--- src/rtl/decode_stage_if.sv ---
// Bus bundle for decode_stage: fetch-side instruction handshake, flush, and
// issue-side decoded fields with their own handshake.
interface decode_stage_if #(
    parameter int XLEN  = 32,
    parameter int CNT_W = 16
);
    // A word moves across either handshake only on a rising edge where valid
    // and ready are both 1; a source holds valid and its data stable until
    // then, and ready may depend combinationally on the other side.
    logic             in_valid;
    logic             in_ready;
    logic [31:0]      instr;
    logic             flush;
    logic             out_valid;
    logic             out_ready;
    logic [4:0]       rd;
    logic [4:0]       rs1;
    logic [4:0]       rs2;
    logic [XLEN-1:0]  imm;
    logic             is_from_rf;
    logic [4:0]       alu_op;
    logic             rf_we;
    logic             illegal;
    logic [CNT_W-1:0] ill_cnt;

    modport master (
        output in_valid, instr, flush, out_ready,
        input  in_ready, out_valid, rd, rs1, rs2, imm, is_from_rf, alu_op,
               rf_we, illegal, ill_cnt
    );

    modport slave (
        input  in_valid, instr, flush, out_ready,
        output in_ready, out_valid, rd, rs1, rs2, imm, is_from_rf, alu_op,
               rf_we, illegal, ill_cnt
    );
endinterface

--- src/rtl/decode_stage.sv ---
// Registered RV32I decode stage with valid/ready output register, flush and an
// illegal-instruction counter. Define DECODE_MULDIV_EN to decode the M extension.
module decode_stage #(
    parameter int XLEN  = 32,
    parameter int NREGS = 32,
    parameter int CNT_W = 16
) (
    input logic           clk,
    input logic           rst,
    decode_stage_if.slave bus
);
    localparam logic [6:0] OPC_OP_IMM = 7'b0010011;
    localparam logic [6:0] OPC_OP     = 7'b0110011;
    localparam logic [6:0] OPC_LUI    = 7'b0110111;

    localparam logic [4:0] ALU_NONE = 5'h00;
    localparam logic [4:0] ALU_ADD  = 5'h01;
    localparam logic [4:0] ALU_XOR  = 5'h02;
    localparam logic [4:0] ALU_OR   = 5'h03;
    localparam logic [4:0] ALU_AND  = 5'h04;
    localparam logic [4:0] ALU_SUB  = 5'h05;
    localparam logic [4:0] ALU_SLTU = 5'h06;
    localparam logic [4:0] ALU_SLL  = 5'h07;
    localparam logic [4:0] ALU_SRL  = 5'h08;
    localparam logic [4:0] ALU_SRA  = 5'h09;
    localparam logic [4:0] ALU_SLT  = 5'h0A;

    localparam logic [5:0] REG_LIMIT = 6'(NREGS);

    logic [6:0] opcode;
    logic [6:0] funct7;
    logic [2:0] funct3;
    logic [4:0] f_rd;
    logic [4:0] f_rs1;
    logic [4:0] f_rs2;

    assign opcode = bus.instr[6:0];
    assign f_rd   = bus.instr[11:7];
    assign funct3 = bus.instr[14:12];
    assign f_rs1  = bus.instr[19:15];
    assign f_rs2  = bus.instr[24:20];
    assign funct7 = bus.instr[31:25];

    logic            dec_ok;
    logic            dec_lui;
    logic            dec_from_rf;
    logic            use_rs1;
    logic            use_rs2;
    logic [4:0]      dec_op;
    logic [XLEN-1:0] dec_imm;
    logic            reg_bad;
    logic            dec_illegal;

    always_comb begin
        dec_ok      = 1'b0;
        dec_lui     = 1'b0;
        dec_from_rf = 1'b0;
        use_rs1     = 1'b0;
        use_rs2     = 1'b0;
        dec_op      = ALU_NONE;
        dec_imm     = '0;
        case (opcode)
            OPC_OP_IMM: begin
                dec_ok  = 1'b1;
                use_rs1 = 1'b1;
                dec_imm = XLEN'($signed(bus.instr[31:20]));
                case (funct3)
                    3'b000: dec_op = ALU_ADD;
                    3'b010: dec_op = ALU_SLT;
                    3'b011: dec_op = ALU_SLTU;
                    3'b100: dec_op = ALU_XOR;
                    3'b110: dec_op = ALU_OR;
                    3'b111: dec_op = ALU_AND;
                    3'b001: begin
                        dec_op  = ALU_SLL;
                        dec_imm = XLEN'(f_rs2);
                        dec_ok  = (funct7 == 7'b0000000);
                    end
                    default: begin
                        // funct3 101: funct7 selects logical vs arithmetic shift
                        dec_imm = XLEN'(f_rs2);
                        if (funct7 == 7'b0000000)      dec_op = ALU_SRL;
                        else if (funct7 == 7'b0100000) dec_op = ALU_SRA;
                        else                           dec_ok = 1'b0;
                    end
                endcase
            end
            OPC_OP: begin
                dec_ok      = 1'b1;
                use_rs1     = 1'b1;
                use_rs2     = 1'b1;
                dec_from_rf = 1'b1;
                case (funct7)
                    7'b0000000: begin
                        case (funct3)
                            3'b000:  dec_op = ALU_ADD;
                            3'b001:  dec_op = ALU_SLL;
                            3'b010:  dec_op = ALU_SLT;
                            3'b011:  dec_op = ALU_SLTU;
                            3'b100:  dec_op = ALU_XOR;
                            3'b101:  dec_op = ALU_SRL;
                            3'b110:  dec_op = ALU_OR;
                            default: dec_op = ALU_AND;
                        endcase
                    end
                    7'b0100000: begin
                        if (funct3 == 3'b000)      dec_op = ALU_SUB;
                        else if (funct3 == 3'b101) dec_op = ALU_SRA;
                        else                       dec_ok = 1'b0;
                    end
`ifdef DECODE_MULDIV_EN
                    7'b0000001: dec_op = {2'b10, funct3};
`else
                    7'b0000001: dec_ok = 1'b0;
`endif
                    default: dec_ok = 1'b0;
                endcase
            end
            OPC_LUI: begin
                dec_ok  = 1'b1;
                dec_lui = 1'b1;
                dec_op  = ALU_ADD;
                dec_imm = XLEN'($signed({bus.instr[31:12], 12'b0}));
            end
            default: dec_ok = 1'b0;
        endcase
    end

    // rd is written by every decodable form, so it is always range-checked.
    assign reg_bad = ({1'b0, f_rd} >= REG_LIMIT)
                   || (use_rs1 && ({1'b0, f_rs1} >= REG_LIMIT))
                   || (use_rs2 && ({1'b0, f_rs2} >= REG_LIMIT));
    assign dec_illegal = !dec_ok || reg_bad;

    logic             out_valid_q;
    logic [4:0]       rd_q;
    logic [4:0]       rs1_q;
    logic [4:0]       rs2_q;
    logic [XLEN-1:0]  imm_q;
    logic             from_rf_q;
    logic [4:0]       alu_op_q;
    logic             rf_we_q;
    logic             illegal_q;
    logic [CNT_W-1:0] ill_cnt_q;
    logic             in_ready_w;
    logic             accept;

    assign in_ready_w = !out_valid_q || bus.out_ready;
    assign accept     = bus.in_valid && in_ready_w;

    always_ff @(posedge clk) begin
        if (rst) begin
            out_valid_q <= 1'b0;
            rd_q        <= '0;
            rs1_q       <= '0;
            rs2_q       <= '0;
            imm_q       <= '0;
            from_rf_q   <= 1'b0;
            alu_op_q    <= '0;
            rf_we_q     <= 1'b0;
            illegal_q   <= 1'b0;
            ill_cnt_q   <= '0;
        end else if (bus.flush) begin
            out_valid_q <= 1'b0;
        end else if (accept) begin
            out_valid_q <= 1'b1;
            rd_q        <= f_rd;
            rs1_q       <= (dec_lui && !dec_illegal) ? 5'd0 : f_rs1;
            rs2_q       <= f_rs2;
            imm_q       <= dec_illegal ? '0 : dec_imm;
            from_rf_q   <= !dec_illegal && dec_from_rf;
            alu_op_q    <= dec_illegal ? ALU_NONE : dec_op;
            rf_we_q     <= !dec_illegal && (f_rd != 5'd0);
            illegal_q   <= dec_illegal;
            if (dec_illegal && (ill_cnt_q != '1))
                ill_cnt_q <= ill_cnt_q + CNT_W'(1);
        end else if (bus.out_ready) begin
            out_valid_q <= 1'b0;
        end
    end

    assign bus.in_ready   = in_ready_w;
    assign bus.out_valid  = out_valid_q;
    assign bus.rd         = rd_q;
    assign bus.rs1        = rs1_q;
    assign bus.rs2        = rs2_q;
    assign bus.imm        = imm_q;
    assign bus.is_from_rf = from_rf_q;
    assign bus.alu_op     = alu_op_q;
    assign bus.rf_we      = rf_we_q;
    assign bus.illegal    = illegal_q;
    assign bus.ill_cnt    = ill_cnt_q;
endmodule

--- src/flat_wrapper.sv ---
// flat-port wrapper written by rule: the top's interface ports become plain ports
module decode_stage_flat 
#(
    parameter int XLEN  = 32,
    parameter int NREGS = 32,
    parameter int CNT_W = 16
)
  (clk, rst, bus_in_valid, bus_instr, bus_flush, bus_out_ready, bus_in_ready, bus_out_valid, bus_rd, bus_rs1, bus_rs2, bus_imm, bus_is_from_rf, bus_alu_op, bus_rf_we, bus_illegal, bus_ill_cnt);
  decode_stage_if #(.XLEN(XLEN), .CNT_W(CNT_W)) bus_i ();
  input logic clk;
  input logic rst;
  input wire logic [$bits(bus_i.in_valid)-1:0] bus_in_valid;
  input wire logic [$bits(bus_i.instr)-1:0] bus_instr;
  input wire logic [$bits(bus_i.flush)-1:0] bus_flush;
  input wire logic [$bits(bus_i.out_ready)-1:0] bus_out_ready;
  output wire logic [$bits(bus_i.in_ready)-1:0] bus_in_ready;
  output wire logic [$bits(bus_i.out_valid)-1:0] bus_out_valid;
  output wire logic [$bits(bus_i.rd)-1:0] bus_rd;
  output wire logic [$bits(bus_i.rs1)-1:0] bus_rs1;
  output wire logic [$bits(bus_i.rs2)-1:0] bus_rs2;
  output wire logic [$bits(bus_i.imm)-1:0] bus_imm;
  output wire logic [$bits(bus_i.is_from_rf)-1:0] bus_is_from_rf;
  output wire logic [$bits(bus_i.alu_op)-1:0] bus_alu_op;
  output wire logic [$bits(bus_i.rf_we)-1:0] bus_rf_we;
  output wire logic [$bits(bus_i.illegal)-1:0] bus_illegal;
  output wire logic [$bits(bus_i.ill_cnt)-1:0] bus_ill_cnt;
  assign bus_i.in_valid = bus_in_valid;
  assign bus_i.instr = bus_instr;
  assign bus_i.flush = bus_flush;
  assign bus_i.out_ready = bus_out_ready;
  assign bus_in_ready = bus_i.in_ready;
  assign bus_out_valid = bus_i.out_valid;
  assign bus_rd = bus_i.rd;
  assign bus_rs1 = bus_i.rs1;
  assign bus_rs2 = bus_i.rs2;
  assign bus_imm = bus_i.imm;
  assign bus_is_from_rf = bus_i.is_from_rf;
  assign bus_alu_op = bus_i.alu_op;
  assign bus_rf_we = bus_i.rf_we;
  assign bus_illegal = bus_i.illegal;
  assign bus_ill_cnt = bus_i.ill_cnt;
  decode_stage #(.XLEN(XLEN), .NREGS(NREGS), .CNT_W(CNT_W)) u_core (.clk(clk), .rst(rst), .bus(bus_i));
endmodule
--- config.mk ---
export PLATFORM = sky130hd
export DESIGN_NAME = decode_stage_flat
export DESIGN_NICKNAME = d
export VERILOG_FILES = /design/src/rtl/decode_stage_if.sv /design/src/rtl/decode_stage.sv /design/src/flat_wrapper.sv
export SDC_FILE = /design/constraint.sdc
export NUM_CORES = 1
export LEC_CHECK = 0
export CELL_PAD_IN_SITES_DETAIL_PLACEMENT = 0
export CELL_PAD_IN_SITES_GLOBAL_PLACEMENT = 1
export CORE_MARGIN = 8
export CORE_UTILIZATION = 29
export DETAILED_ROUTE_END_ITERATION = 10
export GPL_ROUTABILITY_DRIVEN = 1
export PLACE_DENSITY = 0.84
export SKIP_CTS_REPAIR_TIMING = 1
export SLEW_MARGIN = 20
export SYNTH_ARGS = -nofsm -noshare
export SYNTH_HDL_FRONTEND = slang
export SYNTH_SLANG_ARGS = --single-unit
--- constraint.sdc ---
create_clock -name clk -period 2.6 [get_ports clk]
set_clock_uncertainty 0.1 [all_clocks]
set_input_delay 0.52 -clock clk [delete_from_list [all_inputs] [get_ports clk]]
set_output_delay 0.52 -clock clk [all_outputs]
set_load 0.03 [all_outputs]
==> impl_metrics.prom, run 1 <==
# TYPE chip_impl_metric gauge
chip_impl_metric{name="critical_path.max_fanout",unit=""} 8
chip_impl_metric{name="period_needed",unit="ps"} 2568
chip_impl_info{name="hold_path_class",value="flip-flop to flip-flop"} 1
chip_impl_metric{name="post_synthesis_cell_area",unit="sq um"} 3107
chip_impl_metric{name="first_iter_violations",unit=""} 165
chip_impl_metric{name="route.detailed.vias_per_inst",unit=""} 4.992
chip_impl_metric{name="final.hold.worst_slack",unit="ps"} 354.4
chip_impl_metric{name="min_period_over_period",unit=""} 0.9878
chip_impl_metric{name="n_antenna_cell",unit=""} 0
chip_impl_metric{name="area.growth.synth_to_final",unit="%"} 52.68
chip_impl_metric{name="maxCapViolCount",unit=""} 0
chip_impl_metric{name="floorplan.core_area",unit="sq um"} 10370
chip_impl_metric{name="drc_errors",unit=""} 0
chip_impl_info{name="critical_path_class",value="input pin to flip-flop"} 1
chip_impl_metric{name="max_clock_freq",unit="MHz"} 389.4
chip_impl_metric{name="tritoncts.num_buffers",unit=""} 9
chip_impl_metric{name="grt_pass1_vias",unit=""} 3138
chip_impl_metric{name="dpl_cell_area",unit="sq um"} 4478
chip_impl_info{name="timing.critical_path.from_type",value="input pin"} 1
chip_impl_metric{name="grt_antenna_before_repair",unit=""} 0
chip_impl_metric{name="synth_async_sr_flop_share",unit=""} 0
chip_impl_metric{name="drive_above_1_share",unit=""} 0.1429
chip_impl_metric{name="clkLatencyLatePin",unit="ps"} 340
chip_impl_metric{name="final_design_area_no_fill",unit="sq um"} 4743
chip_impl_metric{name="globalRouteTotalUtil",unit=""} 0.1372
chip_impl_metric{name="avgSynthCellArea",unit="sq um"} 8.133
chip_impl_info{name="synthFlopType",value="sky130_fd_sc_hd__dfxtp_1"} 1
chip_impl_metric{name="ios",unit=""} 110
chip_impl_metric{name="layout.nets",unit=""} 545
chip_impl_metric{name="synth_seq_cells",unit=""} 71
chip_impl_metric{name="layout.core_utilization",unit=""} 0.4574
chip_impl_metric{name="floorplan.die_area",unit="sq um"} 14280
chip_impl_metric{name="worst_setup_hold_path_clk_slew",unit="ps"} 80
chip_impl_metric{name="detailedRoute.firstPassIterationCount",unit=""} 4
chip_impl_metric{name="routabilityCongestion",unit=""} 0.8363
chip_impl_info{name="ctsRootBufferMaster",value="sky130_fd_sc_hd__clkbuf_8"} 1
chip_impl_metric{name="power_density",unit="nW/um^2"} 497.3
chip_impl_metric{name="slew-limit-headroom",unit=""} 0.6200
chip_impl_metric{name="worstMarginPinSlew",unit="ps"} 570.1
chip_impl_info{name="final_common_cell",value="sky130_fd_sc_hd__clkdlybuf4s50_1"} 1
chip_impl_metric{name="power.static_leakage",unit="nW"} 1.719
chip_impl_metric{name="cts.sink_count",unit=""} 71
chip_impl_metric{name="report.power.total",unit="mW"} 2.359
chip_impl_metric{name="cts.path.max_buffers",unit=""} 2
chip_impl_metric{name="detail_route.wl_per_cell",unit="um"} 15.47
chip_impl_metric{name="hold_violations",unit=""} 0
chip_impl_metric{name="chipHeight",unit="um"} 119.5
chip_impl_info{name="setup.worst_path.end_class",value="flip-flop"} 1
chip_impl_metric{name="ys_types",unit=""} 49
chip_impl_metric{name="grt_max_degree",unit=""} 36
chip_impl_info{name="cts_tree",value="done"} 1
chip_impl_metric{name="htree_num_levels",unit=""} 3
chip_impl_metric{name="postSynthCellCount",unit=""} 382
chip_impl_metric{name="row_count",unit=""} 37
chip_impl_metric{name="vdd_ir_drop_max",unit="uV"} 305.9
chip_impl_metric{name="number_of_buffer_cells_added_on_primary_ports",unit=""} 108
chip_impl_metric{name="post-dp-hpwl",unit="um"} 7479
chip_impl_metric{name="grt_pass1_wl",unit="um"} 16070
chip_impl_metric{name="finalSetupViolations",unit=""} 0
chip_impl_metric{name="postRouteAntennaNets",unit=""} 0
chip_impl_metric{name="yosysSeqAreaShare",unit=""} 0.4575
chip_impl_metric{name="initial_standard_cell_utilization_of_the_core",unit=""} 0.2996
chip_impl_metric{name="crit_required",unit="ps"} 2790
chip_impl_info{name="most-common-layout-cells",value="sky130_fd_sc_hd__clkdlybuf4s50_1 (103), sky130_fd_sc_hd__dfxtp_1 (71), sky130_fd_sc_hd__a21oi_1 (53), sky130_fd_sc_hd__nand2_1 (44), sky130_fd_sc_hd__buf_4 (36)"} 1
chip_impl_metric{name="synthesis.yosys.warnings",unit=""} 0
chip_impl_metric{name="dieWidth",unit="um"} 119.5
chip_impl_metric{name="gr-total-overflow",unit=""} 0
chip_impl_metric{name="synth_edf_count",unit=""} 0
chip_impl_metric{name="dr_total_vias",unit=""} 3230
chip_impl_info{name="status",value="complete, no violations"} 1
chip_impl_metric{name="synth_fp_nets",unit=""} 420
chip_impl_metric{name="slew_violations",unit=""} 0
chip_impl_metric{name="drt-total-wl",unit="um"} 10010
chip_impl_metric{name="cp_data_arrival_time",unit="ps"} 2750
-- metal layers --
layer,part of all wire,track usage,up-vias
li1,-,-,1595
met1,0.45,0.1722,1534
met2,0.45,0.2106,88
met3,0.086,0.05767,13
met4,0.014,0.03903,0
met5,0,0,-
-- synthesized netlist by cell type (2+ instances only) --
master / count / area share
sky130_fd_sc_hd__a211oi_1: 3 / 0.0072
sky130_fd_sc_hd__a21oi_1: 54 / 0.087
sky130_fd_sc_hd__a22oi_1: 6 / 0.014
sky130_fd_sc_hd__and3_1: 10 / 0.020
sky130_fd_sc_hd__and3_2: 4 / 0.0097
sky130_fd_sc_hd__buf_4: 2 / 0.0048
sky130_fd_sc_hd__buf_6: 3 / 0.011
sky130_fd_sc_hd__clkbuf_1: 24 / 0.029
sky130_fd_sc_hd__dfxtp_1: 71 / 0.46
sky130_fd_sc_hd__inv_1: 4 / 0.0048
sky130_fd_sc_hd__nand2_1: 44 / 0.053
sky130_fd_sc_hd__nand3_1: 18 / 0.029
sky130_fd_sc_hd__nand3b_1: 4 / 0.0097
sky130_fd_sc_hd__nand4_1: 4 / 0.0081
sky130_fd_sc_hd__nand4b_1: 2 / 0.0056
sky130_fd_sc_hd__nor2_1: 33 / 0.040
sky130_fd_sc_hd__nor2b_1: 6 / 0.012
sky130_fd_sc_hd__nor3_1: 11 / 0.018
sky130_fd_sc_hd__nor3b_1: 2 / 0.0048
sky130_fd_sc_hd__o2111ai_1: 2 / 0.0056
sky130_fd_sc_hd__o21a_1: 2 / 0.0048
sky130_fd_sc_hd__o21ai_0: 30 / 0.048
sky130_fd_sc_hd__o41a_1: 2 / 0.0072
sky130_fd_sc_hd__or2_2: 2 / 0.0040
sky130_fd_sc_hd__or3_1: 8 / 0.016
sky130_fd_sc_hd__or4_1: 4 / 0.0097
sky130_fd_sc_hd__xnor2_1: 4 / 0.011
sky130_fd_sc_hd__xor2_1: 2 / 0.0056
-- sequential cells by signal, indices dropped and copies added (netlist names) --
name,cells
u_core.bus.rs1,5
u_core.bus.alu_op,4
u_core.bus.rd,5
u_core.bus.rs2,5
u_core.bus.ill_cnt,16
u_core.bus.illegal,1
u_core.bus.rf_we,1
u_core.bus.out_valid,1
u_core.bus.imm,32
u_core.bus.is_from_rf,1
-- where the power goes --
group	switching [mW]	leakage [nW]	total [mW]	internal, mW
sequential	0.00956	0.574	1.11	1.10
combinational	0.142	1.04	0.264	0.122
clock	0.421	0.109	0.984	0.563
-- cell type report --
cell class              count  area [sq um]
clock buffers              10         137.6
multi-input cells         277          1562
flip-flops and latches     71          1421
well taps                 136         170.2
repair buffers            144          1356
inverters                   4         15.01
clock inverters             5         81.33
fillers                  1043          5627
-- final timing paths --
path / end / from / depth (start not counted) / slack (ps)
setup / recovery: u_core.bus.ill_cnt[5]$_SDFFE_PP0P_ / bus_instr[3] / 7 / 30
hold / removal: u_core.bus.rs1[2]$_SDFFE_PP0P_ / u_core.bus.rs1[2]$_SDFFE_PP0P_ / 2 / 350
setup reg to reg: u_core.bus.ill_cnt[1]$_SDFFE_PP0P_ / u_core.bus.ill_cnt[6]$_SDFFE_PP0P_ / 7 / 480
hold reg to reg: u_core.bus.rs1[2]$_SDFFE_PP0P_ / u_core.bus.rs1[2]$_SDFFE_PP0P_ / 2 / 350
-- cells by family (layout without fill, tap and decap cells) --
logic type	after synthesis	count (layout)	share of synthesized area
simple gates	163	163	0.2731
compound gates	103	103	0.1861
flops	71	71	0.4575
buf+inv	34	163	0.05074
xor+xnor	6	6	0.01691
mux	3	3	0.01047
fa+ha+maj	1	1	0.004027
other cells	1	1	0.001207
-- critical path: stages --
cell,delay [ps]
sky130_fd_sc_hd__clkdlybuf4s50_1,470
sky130_fd_sc_hd__and4b_1,230
sky130_fd_sc_hd__and3_4,160
sky130_fd_sc_hd__a41o_1,250
sky130_fd_sc_hd__or4_4,550
sky130_fd_sc_hd__or4_4,440
sky130_fd_sc_hd__a21oi_2,130
-- per-stage QoR --
stage	worst slack, ps	TNS [ps]	cells
final	31.82	0	647
after global routing	-5.940	-5.940	647
after CTS	-83.65	-158.6	646
after detailed placement	-434.0	-8799	631
after global placement	-394.8	-7631	631
after floorplan	-16.36	-16.36	382
Note: power is estimated with default switching activity, not from simulation.
==> inputs of run 2 (changes only) <==
- RECOVER_POWER: not set -> 25
==> run 2 against run 1 <==
Against the previous run:
- total power down 0.16%
- first-iteration DRC count down 0.61%
- die area unchanged
- cell area unchanged
- non-clock buffer count unchanged
- core utilization stayed put
- wire length down 0.15%
- clock power about the same
- largest cell class unchanged
- highest routed layer unchanged
==> impl_metrics.prom, run 2 (same netlist as run 1, synthesis figures left out) <==
# TYPE chip_impl_metric gauge
chip_impl_metric{name="num-fill-cells",unit=""} 1043
chip_impl_info{name="critPathCapture",value="u_core.bus.ill_cnt[5]$_SDFFE_PP0P_"} 1
chip_impl_metric{name="crit_required",unit="ps"} 2790
chip_impl_metric{name="dieWidth",unit="um"} 119.5
chip_impl_metric{name="slew-limit-headroom",unit=""} 0.6197
chip_impl_metric{name="number_of_buffer_cells_added_on_primary_ports",unit=""} 108
chip_impl_metric{name="clkLatencyLatePin",unit="ps"} 340
chip_impl_metric{name="floorplan.core_area",unit="sq um"} 10370
chip_impl_metric{name="dr_total_vias",unit=""} 3224
chip_impl_metric{name="tritoncts.num_buffers",unit=""} 9
chip_impl_metric{name="post-dp-hpwl",unit="um"} 7479
chip_impl_metric{name="globalRouteTotalUtil",unit=""} 0.1372
chip_impl_metric{name="area.growth.synth_to_final",unit="%"} 52.68
chip_impl_metric{name="n_antenna_cell",unit=""} 0
chip_impl_metric{name="postRouteAntennaNets",unit=""} 0
chip_impl_metric{name="regToRegSetupSlack",unit="ps"} 480
chip_impl_info{name="most-common-layout-cells",value="sky130_fd_sc_hd__dfxtp_1 (71), sky130_fd_sc_hd__clkdlybuf4s50_1 (69), sky130_fd_sc_hd__a21oi_1 (53), sky130_fd_sc_hd__nand2_1 (44), sky130_fd_sc_hd__buf_4 (36)"} 1
chip_impl_metric{name="period_needed",unit="ps"} 2568
chip_impl_info{name="timing.critical_path.from_type",value="input pin"} 1
chip_impl_metric{name="critical_path.max_fanout",unit=""} 8
chip_impl_info{name="busiest_layer",value="met2"} 1
chip_impl_metric{name="final_design_area_no_fill",unit="sq um"} 4743
chip_impl_metric{name="htree_num_levels",unit=""} 3
chip_impl_metric{name="dpl_cell_area",unit="sq um"} 4478
chip_impl_metric{name="initial_standard_cell_utilization_of_the_core",unit=""} 0.2996
chip_impl_info{name="crit_path_start",value="bus_instr[3]"} 1
chip_impl_info{name="ctsRootBufferMaster",value="sky130_fd_sc_hd__clkbuf_8"} 1
chip_impl_info{name="critical_path_class",value="input pin to flip-flop"} 1
chip_impl_metric{name="gr-total-overflow",unit=""} 0
chip_impl_metric{name="power_density",unit="nW/um^2"} 496.6
chip_impl_metric{name="power.share.combinational",unit=""} 0.111
chip_impl_metric{name="vdd_ir_drop_max",unit="uV"} 305.7
chip_impl_metric{name="net_sw_frac",unit=""} 0.2428
chip_impl_metric{name="grt_max_degree",unit=""} 36
chip_impl_metric{name="first_iter_violations",unit=""} 164
chip_impl_metric{name="power_switching",unit="uW"} 571.8
chip_impl_metric{name="cp_data_arrival_time",unit="ps"} 2750
chip_impl_metric{name="hold_violations",unit=""} 0
chip_impl_metric{name="maxCapViolCount",unit=""} 0
chip_impl_info{name="worstReg2RegStart",value="u_core.bus.ill_cnt[6]$_SDFFE_PP0P_"} 1
chip_impl_metric{name="r2r.worst_path.cells",unit=""} 7
chip_impl_metric{name="use_met1",unit=""} 0.1722
chip_impl_metric{name="min_period_over_period",unit=""} 0.9877
chip_impl_metric{name="worst_setup_hold_path_clk_slew",unit="ps"} 80
chip_impl_metric{name="cts.sink_count",unit=""} 71
chip_impl_metric{name="finalSetupViolations",unit=""} 0
chip_impl_metric{name="detail_route.wl_per_cell",unit="um"} 15.44
chip_impl_metric{name="clock_power_share",unit=""} 0.418
chip_impl_info{name="setup.worst_path.end_class",value="flip-flop"} 1
chip_impl_metric{name="chipHeight",unit="um"} 119.5
chip_impl_metric{name="drt-total-wl",unit="um"} 9991
chip_impl_metric{name="grt_pass1_vias",unit=""} 3138
chip_impl_info{name="status",value="complete, no violations"} 1
chip_impl_metric{name="worstMarginPinSlew",unit="ps"} 570.4
chip_impl_metric{name="floorplan.die_area",unit="sq um"} 14280
chip_impl_metric{name="route.detailed.vias_per_inst",unit=""} 4.983
chip_impl_metric{name="slew_violations",unit=""} 0
chip_impl_info{name="r2r-end",value="u_core.bus.ill_cnt[1]$_SDFFE_PP0P_"} 1
chip_impl_info{name="cts_tree",value="done"} 1
chip_impl_metric{name="share_seq_of_total_power",unit=""} 0.472
chip_impl_metric{name="seq_area",unit="sq um"} 1421
chip_impl_metric{name="routabilityCongestion",unit=""} 0.8363
chip_impl_info{name="final_common_cell",value="sky130_fd_sc_hd__dfxtp_1"} 1
chip_impl_metric{name="row_count",unit=""} 37
chip_impl_metric{name="largest_register_ff_count",unit=""} 32
chip_impl_metric{name="layout.nets",unit=""} 545
chip_impl_metric{name="drc_errors",unit=""} 0
chip_impl_metric{name="grt.met2_usage",unit=""} 0.2106
chip_impl_metric{name="power.static_leakage",unit="nW"} 1.834
chip_impl_metric{name="drive_above_1_share",unit=""} 0.1429
chip_impl_metric{name="max_clock_freq",unit="MHz"} 389.4
chip_impl_metric{name="ios",unit=""} 110
chip_impl_metric{name="grt_pass1_wl",unit="um"} 16070
chip_impl_metric{name="cts.path.max_buffers",unit=""} 2
chip_impl_metric{name="post_place_setup_slack",unit="ps"} -434.0
chip_impl_metric{name="groute.layer.met3.usage",unit=""} 0.05767
chip_impl_metric{name="multiInputGateArea",unit="sq um"} 1562
chip_impl_metric{name="post-route-worst-setup-slack",unit="ps"} 31.97
chip_impl_metric{name="detailedRoute.firstPassIterationCount",unit=""} 4
chip_impl_info{name="hold_path_class",value="flip-flop to flip-flop"} 1
chip_impl_metric{name="cellInternalPower",unit="mW"} 1.784
chip_impl_metric{name="grt_antenna_before_repair",unit=""} 0
-- run 2: changes by cell type in the layout (fill, tap and decap cells not counted) --
cell,change
sky130_fd_sc_hd__clkdlybuf4s50_1,-34
sky130_fd_sc_hd__dlygate4sd3_1,+34
-- run 2: per-layer routing --
metal  vias to the layer above  wire, um
li1                       1597         -
met1                      1520      4529
met2                        94      4481
met3                        13       842
met4                         0       138
met5                         -         0
-- run 2: final cells by class --
type / count / share of cell area
Clock buffer: 10 / 0.02902
Timing Repair Buffer: 144 / 0.2859
Tap cell: 136 / 0.03587
Inverter: 4 / 0.003165
Clock inverter: 5 / 0.01715
Sequential cell: 71 / 0.2997
Multi-Input combinational cell: 277 / 0.3292
-- run 2: power groups by stage --
stage	registers, mW	clock network (mW)	logic (mW)
global placement	1.14	0	0.259
finish	1.11	0.984	0.261
detailed placement	1.14	0	0.261
global route	1.11	1.06	0.282
floorplan	1.17	0	0.0885
CTS	1.11	1.02	0.262
-- run 2: stage by stage --
step	util	TNS [ps]	hold WS (ps)	cells	power, mW
floorplan	-	-16.36	480.0	382	1.255
global placement	0.4318	-7631	337.6	631	1.395
detailed placement	0.4318	-8799	348.4	631	1.398
CTS	0.4529	-158.6	360.9	646	2.389
global route	0.4574	-5.940	374.1	647	2.459
finish	0.4574	0	352.5	647	2.355
-- run 2: worst min path at each step --
stage,start,end,slack [ps],depth (start not counted)
after floorplan,u_core.bus.imm[0]$_SDFFE_PP0P_,u_core.bus.imm[0]$_SDFFE_PP0P_,480,2
after global placement,u_core.bus.rf_we$_SDFFE_PP0P_,u_core.bus.rf_we$_SDFFE_PP0P_,340,2
after detailed placement,u_core.bus.rd[4]$_SDFFE_PP0P_,u_core.bus.rd[4]$_SDFFE_PP0P_,350,2
after CTS,u_core.bus.imm[0]$_SDFFE_PP0P_,u_core.bus.imm[0]$_SDFFE_PP0P_,360,2
after global routing,u_core.bus.imm[0]$_SDFFE_PP0P_,u_core.bus.imm[0]$_SDFFE_PP0P_,370,2
final,u_core.bus.imm[0]$_SDFFE_PP0P_,u_core.bus.imm[0]$_SDFFE_PP0P_,350,2
-- run 2: critical path, cell delays in order --
cell and delay (ps):
sky130_fd_sc_hd__clkdlybuf4s50_1 470, sky130_fd_sc_hd__and4b_1 230, sky130_fd_sc_hd__and3_4 160, sky130_fd_sc_hd__a41o_1 250
sky130_fd_sc_hd__or4_4 550, sky130_fd_sc_hd__or4_4 440, sky130_fd_sc_hd__a21oi_2 130
